--- src/rtl/copy_sequencer_if.sv ---
// Bundle of the issue-side request/response handshakes and the copy-unit drive/return lanes.
// The sequencer uses the slave modport; the issue stage and copy unit use master.
interface copy_sequencer_if;
    logic        req_valid;
    logic        req_ready;
    logic [1:0]  req_op;
    logic        req_neg;
    logic [3:0]  req_mask;
    logic [1:0]  req_shift;
    logic [31:0] req_src;
    logic [31:0] req_dst;
    logic [31:0] copy_a;
    logic [3:0]  copy_select;
    logic        copy_neg;
    logic [31:0] copy_y;
    logic        rsp_valid;
    logic        rsp_ready;
    logic [31:0] rsp_data;
    logic        rsp_err;

    modport master (
        output req_valid, req_op, req_neg, req_mask, req_shift, req_src, req_dst,
        output rsp_ready, copy_y,
        input  req_ready, rsp_valid, rsp_data, rsp_err,
        input  copy_a, copy_select, copy_neg
    );

    modport slave (
        input  req_valid, req_op, req_neg, req_mask, req_shift, req_src, req_dst,
        input  rsp_ready, copy_y,
        output req_ready, rsp_valid, rsp_data, rsp_err,
        output copy_a, copy_select, copy_neg
    );
endinterface

--- src/rtl/copy_sequencer.sv ---
// Sequences COPY/MERGE/SPLAT byte-lane operations through the combinational copy unit,
// accumulating one or two passes into a single 32-bit response.
module copy_sequencer #(
    parameter bit SPLAT_EN = 1'b1
) (
    input  logic            clk,
    input  logic            reset,
    copy_sequencer_if.slave bus
);

    typedef enum logic [1:0] {IDLE, PASS1, PASS2, DONE} state_e;

    localparam logic [1:0] OP_MERGE = 2'b01;
    localparam logic [1:0] OP_SPLAT = 2'b10;
    localparam logic [1:0] OP_RSVD  = 2'b11;

    state_e      state_q, state_d;
    logic [1:0]  op_q, op_d;
    logic [3:0]  mask_q, mask_d;
    logic [31:0] dst_q, dst_d;
    logic        err_q, err_d;
    logic [31:0] acc_q, acc_d;
    logic [31:0] copy_a_q, copy_a_d;
    logic [3:0]  copy_select_q, copy_select_d;
    logic        copy_neg_q, copy_neg_d;

    logic        req_reserved;
    logic [31:0] rot_src;
    logic [7:0]  splat_byte;

    assign req_reserved = (bus.req_op == OP_RSVD) || ((bus.req_op == OP_SPLAT) && !SPLAT_EN);
    assign splat_byte   = bus.req_src[{bus.req_shift, 3'b000} +: 8];

    always_comb begin
        unique case (bus.req_shift)
            2'd0:    rot_src = bus.req_src;
            2'd1:    rot_src = {bus.req_src[7:0],  bus.req_src[31:8]};
            2'd2:    rot_src = {bus.req_src[15:0], bus.req_src[31:16]};
            default: rot_src = {bus.req_src[23:0], bus.req_src[31:24]};
        endcase
    end

    // PASS1 operands are computed at accept so the copy unit sees them from flops.
    always_comb begin
        state_d       = state_q;
        op_d          = op_q;
        mask_d        = mask_q;
        dst_d         = dst_q;
        err_d         = err_q;
        acc_d         = acc_q;
        copy_a_d      = '0;
        copy_select_d = '0;
        copy_neg_d    = 1'b0;
        unique case (state_q)
            IDLE: begin
                if (bus.req_valid) begin
                    op_d    = bus.req_op;
                    mask_d  = bus.req_mask;
                    dst_d   = bus.req_dst;
                    err_d   = req_reserved;
                    state_d = PASS1;
                    if (!req_reserved) begin
                        copy_select_d = bus.req_mask;
                        copy_neg_d    = bus.req_neg;
                        copy_a_d      = (bus.req_op == OP_SPLAT) ? {4{splat_byte}} : rot_src;
                    end
                end
            end
            PASS1: begin
                acc_d = err_q ? '0 : bus.copy_y;
                if (op_q == OP_MERGE) begin
                    copy_a_d      = dst_q;
                    copy_select_d = ~mask_q;
                    state_d       = PASS2;
                end else begin
                    state_d = DONE;
                end
            end
            PASS2: begin
                acc_d   = acc_q | bus.copy_y;
                state_d = DONE;
            end
            DONE: begin
                if (bus.rsp_ready) begin
                    err_d   = 1'b0;
                    state_d = IDLE;
                end
            end
            default: state_d = IDLE;
        endcase
    end

    always_ff @(posedge clk or posedge reset) begin
        if (reset) begin
            state_q       <= IDLE;
            op_q          <= '0;
            mask_q        <= '0;
            dst_q         <= '0;
            err_q         <= 1'b0;
            acc_q         <= '0;
            copy_a_q      <= '0;
            copy_select_q <= '0;
            copy_neg_q    <= 1'b0;
        end else begin
            state_q       <= state_d;
            op_q          <= op_d;
            mask_q        <= mask_d;
            dst_q         <= dst_d;
            err_q         <= err_d;
            acc_q         <= acc_d;
            copy_a_q      <= copy_a_d;
            copy_select_q <= copy_select_d;
            copy_neg_q    <= copy_neg_d;
        end
    end

    assign bus.req_ready   = (state_q == IDLE);
    assign bus.rsp_valid   = (state_q == DONE);
    assign bus.rsp_data    = (state_q == DONE) ? acc_q : '0;
    assign bus.rsp_err     = (state_q == DONE) && err_q;
    assign bus.copy_a      = copy_a_q;
    assign bus.copy_select = copy_select_q;
    assign bus.copy_neg    = copy_neg_q;

endmodule

--- src/flat_wrapper.sv ---
// flat-port wrapper written by rule: the top's interface ports become plain ports
module copy_sequencer_flat 
#(
    parameter bit SPLAT_EN = 1'b1
)
  (clk, reset, bus_req_valid, bus_req_op, bus_req_neg, bus_req_mask, bus_req_shift, bus_req_src, bus_req_dst, bus_rsp_ready, bus_copy_y, bus_req_ready, bus_rsp_valid, bus_rsp_data, bus_rsp_err, bus_copy_a, bus_copy_select, bus_copy_neg);
  copy_sequencer_if bus_i ();
  input  logic clk;
  input  logic reset;
  input wire logic [$bits(bus_i.req_valid)-1:0] bus_req_valid;
  input wire logic [$bits(bus_i.req_op)-1:0] bus_req_op;
  input wire logic [$bits(bus_i.req_neg)-1:0] bus_req_neg;
  input wire logic [$bits(bus_i.req_mask)-1:0] bus_req_mask;
  input wire logic [$bits(bus_i.req_shift)-1:0] bus_req_shift;
  input wire logic [$bits(bus_i.req_src)-1:0] bus_req_src;
  input wire logic [$bits(bus_i.req_dst)-1:0] bus_req_dst;
  input wire logic [$bits(bus_i.rsp_ready)-1:0] bus_rsp_ready;
  input wire logic [$bits(bus_i.copy_y)-1:0] bus_copy_y;
  output wire logic [$bits(bus_i.req_ready)-1:0] bus_req_ready;
  output wire logic [$bits(bus_i.rsp_valid)-1:0] bus_rsp_valid;
  output wire logic [$bits(bus_i.rsp_data)-1:0] bus_rsp_data;
  output wire logic [$bits(bus_i.rsp_err)-1:0] bus_rsp_err;
  output wire logic [$bits(bus_i.copy_a)-1:0] bus_copy_a;
  output wire logic [$bits(bus_i.copy_select)-1:0] bus_copy_select;
  output wire logic [$bits(bus_i.copy_neg)-1:0] bus_copy_neg;
  assign bus_i.req_valid = bus_req_valid;
  assign bus_i.req_op = bus_req_op;
  assign bus_i.req_neg = bus_req_neg;
  assign bus_i.req_mask = bus_req_mask;
  assign bus_i.req_shift = bus_req_shift;
  assign bus_i.req_src = bus_req_src;
  assign bus_i.req_dst = bus_req_dst;
  assign bus_i.rsp_ready = bus_rsp_ready;
  assign bus_i.copy_y = bus_copy_y;
  assign bus_req_ready = bus_i.req_ready;
  assign bus_rsp_valid = bus_i.rsp_valid;
  assign bus_rsp_data = bus_i.rsp_data;
  assign bus_rsp_err = bus_i.rsp_err;
  assign bus_copy_a = bus_i.copy_a;
  assign bus_copy_select = bus_i.copy_select;
  assign bus_copy_neg = bus_i.copy_neg;
  copy_sequencer #(.SPLAT_EN(SPLAT_EN)) u_core (.clk(clk), .reset(reset), .bus(bus_i));
endmodule
--- config.mk ---
export PLATFORM = sky130hd
export DESIGN_NAME = copy_sequencer_flat
export DESIGN_NICKNAME = d
export VERILOG_FILES = /design/src/rtl/copy_sequencer_if.sv /design/src/rtl/copy_sequencer.sv /design/src/flat_wrapper.sv
export SDC_FILE = /design/constraint.sdc
export NUM_CORES = 1
export LEC_CHECK = 0
export CORE_ASPECT_RATIO = 1.1
export CORE_MARGIN = 1.5
export CORE_UTILIZATION = 30
export CTS_CLUSTER_DIAMETER = 100
export DETAILED_ROUTE_END_ITERATION = 8
export DONT_BUFFER_PORTS = 1
export PLACE_DENSITY_LB_ADDON = 0.12
export SKIP_CTS_REPAIR_TIMING = 1
export SYNTH_ARGS = -nofsm -noshare
export SYNTH_HDL_FRONTEND = slang
export SYNTH_SLANG_ARGS = --single-unit
export TNS_END_PERCENT = 30
--- constraint.sdc ---
create_clock -name clk -period 4.6 [get_ports clk]
set_input_delay 0.92 -clock clk [delete_from_list [all_inputs] [get_ports clk]]
set_output_delay 0.92 -clock clk [all_outputs]
set_load 0.05 [all_outputs]
==> reports/metrics.yaml <==
outcome: "finished, final reports clean"
drc: 0
cap_violations: 0
relSlewSlack: 0.249
worstHoldPathType: "input pin to asynchronous set/reset pin"
clk_pin_slew_ps: 70
die_y_um: 141
antenna_left: 0
grt_max_degree: 46
drtIter0Drc: 127
p_leak_nw: 2.55
crit_type: "flip-flop to output port"
gr-usage-met3: 0.0603
fin_crit_ps: 3070
ys_seq_area_frac: 0.532
cts_root_buf: "clkbuf_16"
cts_max_level: 3
start_util: 0.305
coreArea_um2: 17000
grtUsageMet2: 0.220
netlist_area_um2: 5180
cp_data_arrival_time_ps: 2150
syn2layout_area_growth_pct: 8.97
cts_sinks: 110
p_per_area_nw_per_um2: 735
use_met1: 0.169
post-dp-hpwl_um: 8950
worst_pin_slew_ps: 1120
fin_worst_skew_ps: 7.73
die-area_um2: 18100
synth.distinct_cells: 36
rr_startpoint: "u_core.state_q[0]"
finalNetCount: 540
cp-end-kind: "output port"
cts_buffers: 9
critPathRequiredTime_ps: 3680
slew_viol_final: 0
finalSetupViolations: 0
final_cell_mix: "110 x dfrtp_1, 48 x mux2_2, 39 x nand2_1"
antenna_found_initial: 2
drive_gt1_frac: 0.185
ctsLongestPathBuffers: 2
insertedDiodeCount: 0
clk_latency_ps: 350
crit_fanout: 37
tritoncts: "built"
die_w_um: 128
gp_congestion: 0.740
clock.fmax_ghz: 0.326
yosysWarnings: 0
start_kind: "flip-flop"
grt_pass1_vias: 3310
via_count: 3289
final_common_cell: "dfrtp_1"
grt_use_total: 0.140
wl_per_cell_um: 18.8
hold_slack_ps: 444
io_pins: 181
grt_pass1_wl_um: 19200
hold_viol: 0
ys_seq_elements: 110
crit_start: "u_core.state_q[0]"
timing.final.crit_share: 0.667
postSynthCellCount: 436
fin_setup_tns_ps: 0
port_buffers: 0
synth_fp_nets: 549
syn_area_per_cell_um2: 11.9
routed_wl_um: 12500
busiest_layer: "met2"
first_pass_iters: 5
grt_overflow: 0
num_rows: 50
rsz0062_at_grt: "no"
vdd_drop_max_mv: 0.202
routed_via_density: 4.94
## registers in the layout (all words and copies together) (netlist names)
signal                  cells
u_core.acc_q               32
u_core.bus.copy_neg         1
u_core.mask_q               4
u_core.bus.copy_a          32
u_core.op_q                 2
u_core.bus.copy_select      4
u_core.state_q              2
u_core.dst_q               32
u_core.err_q                1
## worst paths after layout
check / to / slack (ps) / cells past startpoint
min in group clk: u_core.bus.copy_select[3] / 460 / 1
worst min-delay path: u_core.dst_q[2] / 440 / 1
worst max-delay path: bus_rsp_data[1] / 1530 / 2
worst min register to register: u_core.bus.copy_select[3] / 460 / 1
worst max register to register: u_core.bus.copy_a[29] / 2360 / 6
max in group asynchronous: u_core.dst_q[1] / 3190 / 2
## power breakdown
part	internal [W]	total, W	leakage (nW)	switching (W)
sequential	0.00138	0.00184	1.38	0.000460
combinational	0.000581	0.00157	1.04	0.000988
clock	0.000372	0.000742	0.129	0.000370
total	0.00233	0.00415	2.55	0.00182
## layout make-up
class                      count  area, um2
fill                        1735      11300
multi-input combinational    290       2230
inverter                       9       36.3
timing repair buffer           7       52.6
sequential                   110       2750
clock inverter                 6       46.3
clock buffer                  10        229
tap                          234        293
## cell usage after synthesis (all sizes together)
| master | count | area, um2 |
|---|---|---|
| and2 | 34 | 213 |
| a221oi | 6 | 52.6 |
| a22o | 33 | 289 |
| a211oi | 1 | 7.51 |
| mux2i | 34 | 340 |
| mux2 | 48 | 541 |
| nand4b | 1 | 8.76 |
| o21ai | 25 | 125 |
| ha | 4 | 50.1 |
| mux4 | 4 | 93.8 |
| nor2b | 7 | 43.8 |
| buf | 14 | 113 |
| or3b | 1 | 8.76 |
| nand2b | 2 | 12.5 |
| a22oi | 12 | 90.1 |
| inv | 9 | 33.8 |
| o22ai | 2 | 12.5 |
| nor2 | 12 | 47.6 |
| nor3 | 1 | 5.00 |
| clkbuf | 13 | 52.6 |
| nand3b | 1 | 7.51 |
| dfrtp | 110 | 2750 |
| o22a | 1 | 8.76 |
| or2 | 6 | 37.5 |
| a21oi | 7 | 35.0 |
| nand2 | 40 | 153 |
| a21boi | 1 | 7.51 |
| nand3 | 7 | 35.0 |
## cells by family (layout without fill, tap and decap cells)
kind of cell / Yosys count / after routing / synth area share
muxes: 86 / 86 / 0.188
DFF: 110 / 110 / 0.532
AOI/OAI and AO/OA: 88 / 88 / 0.121
and+or+nand+nor: 112 / 112 / 0.110
buffers and inverters: 36 / 32 / 0.0384
adders and majority gates: 4 / 4 / 0.00967
## worst max-delay path, stage by stage, from the launching register on
cell,delay (ps)
dfrtp_1,400
ha_1,810
and2_1,570
## per-stage QoR
stage / total power [W] / setup slack [ps] / util / area (um2) / instances
after detailed placement: 0.00345 / 1860 / 0.316 / 5370 / 650
after global routing: 0.00441 / 1400 / 0.333 / 5640 / 666
final: 0.00415 / 1530 / 0.333 / 5640 / 666
after CTS: 0.00422 / 1480 / 0.333 / 5640 / 666
after global placement: 0.00343 / 2010 / 0.316 / 5370 / 650
after floorplan: 0.00316 / 778 / - / 5180 / 436
## routing by layer
metal,vias up,routed length [um]
met2,130,5860
met1,1604,5140
met5,-,12
met3,13,1320
met4,2,202
li1,1540,-
No activity file was read; power rests on OpenSTA's default activity.
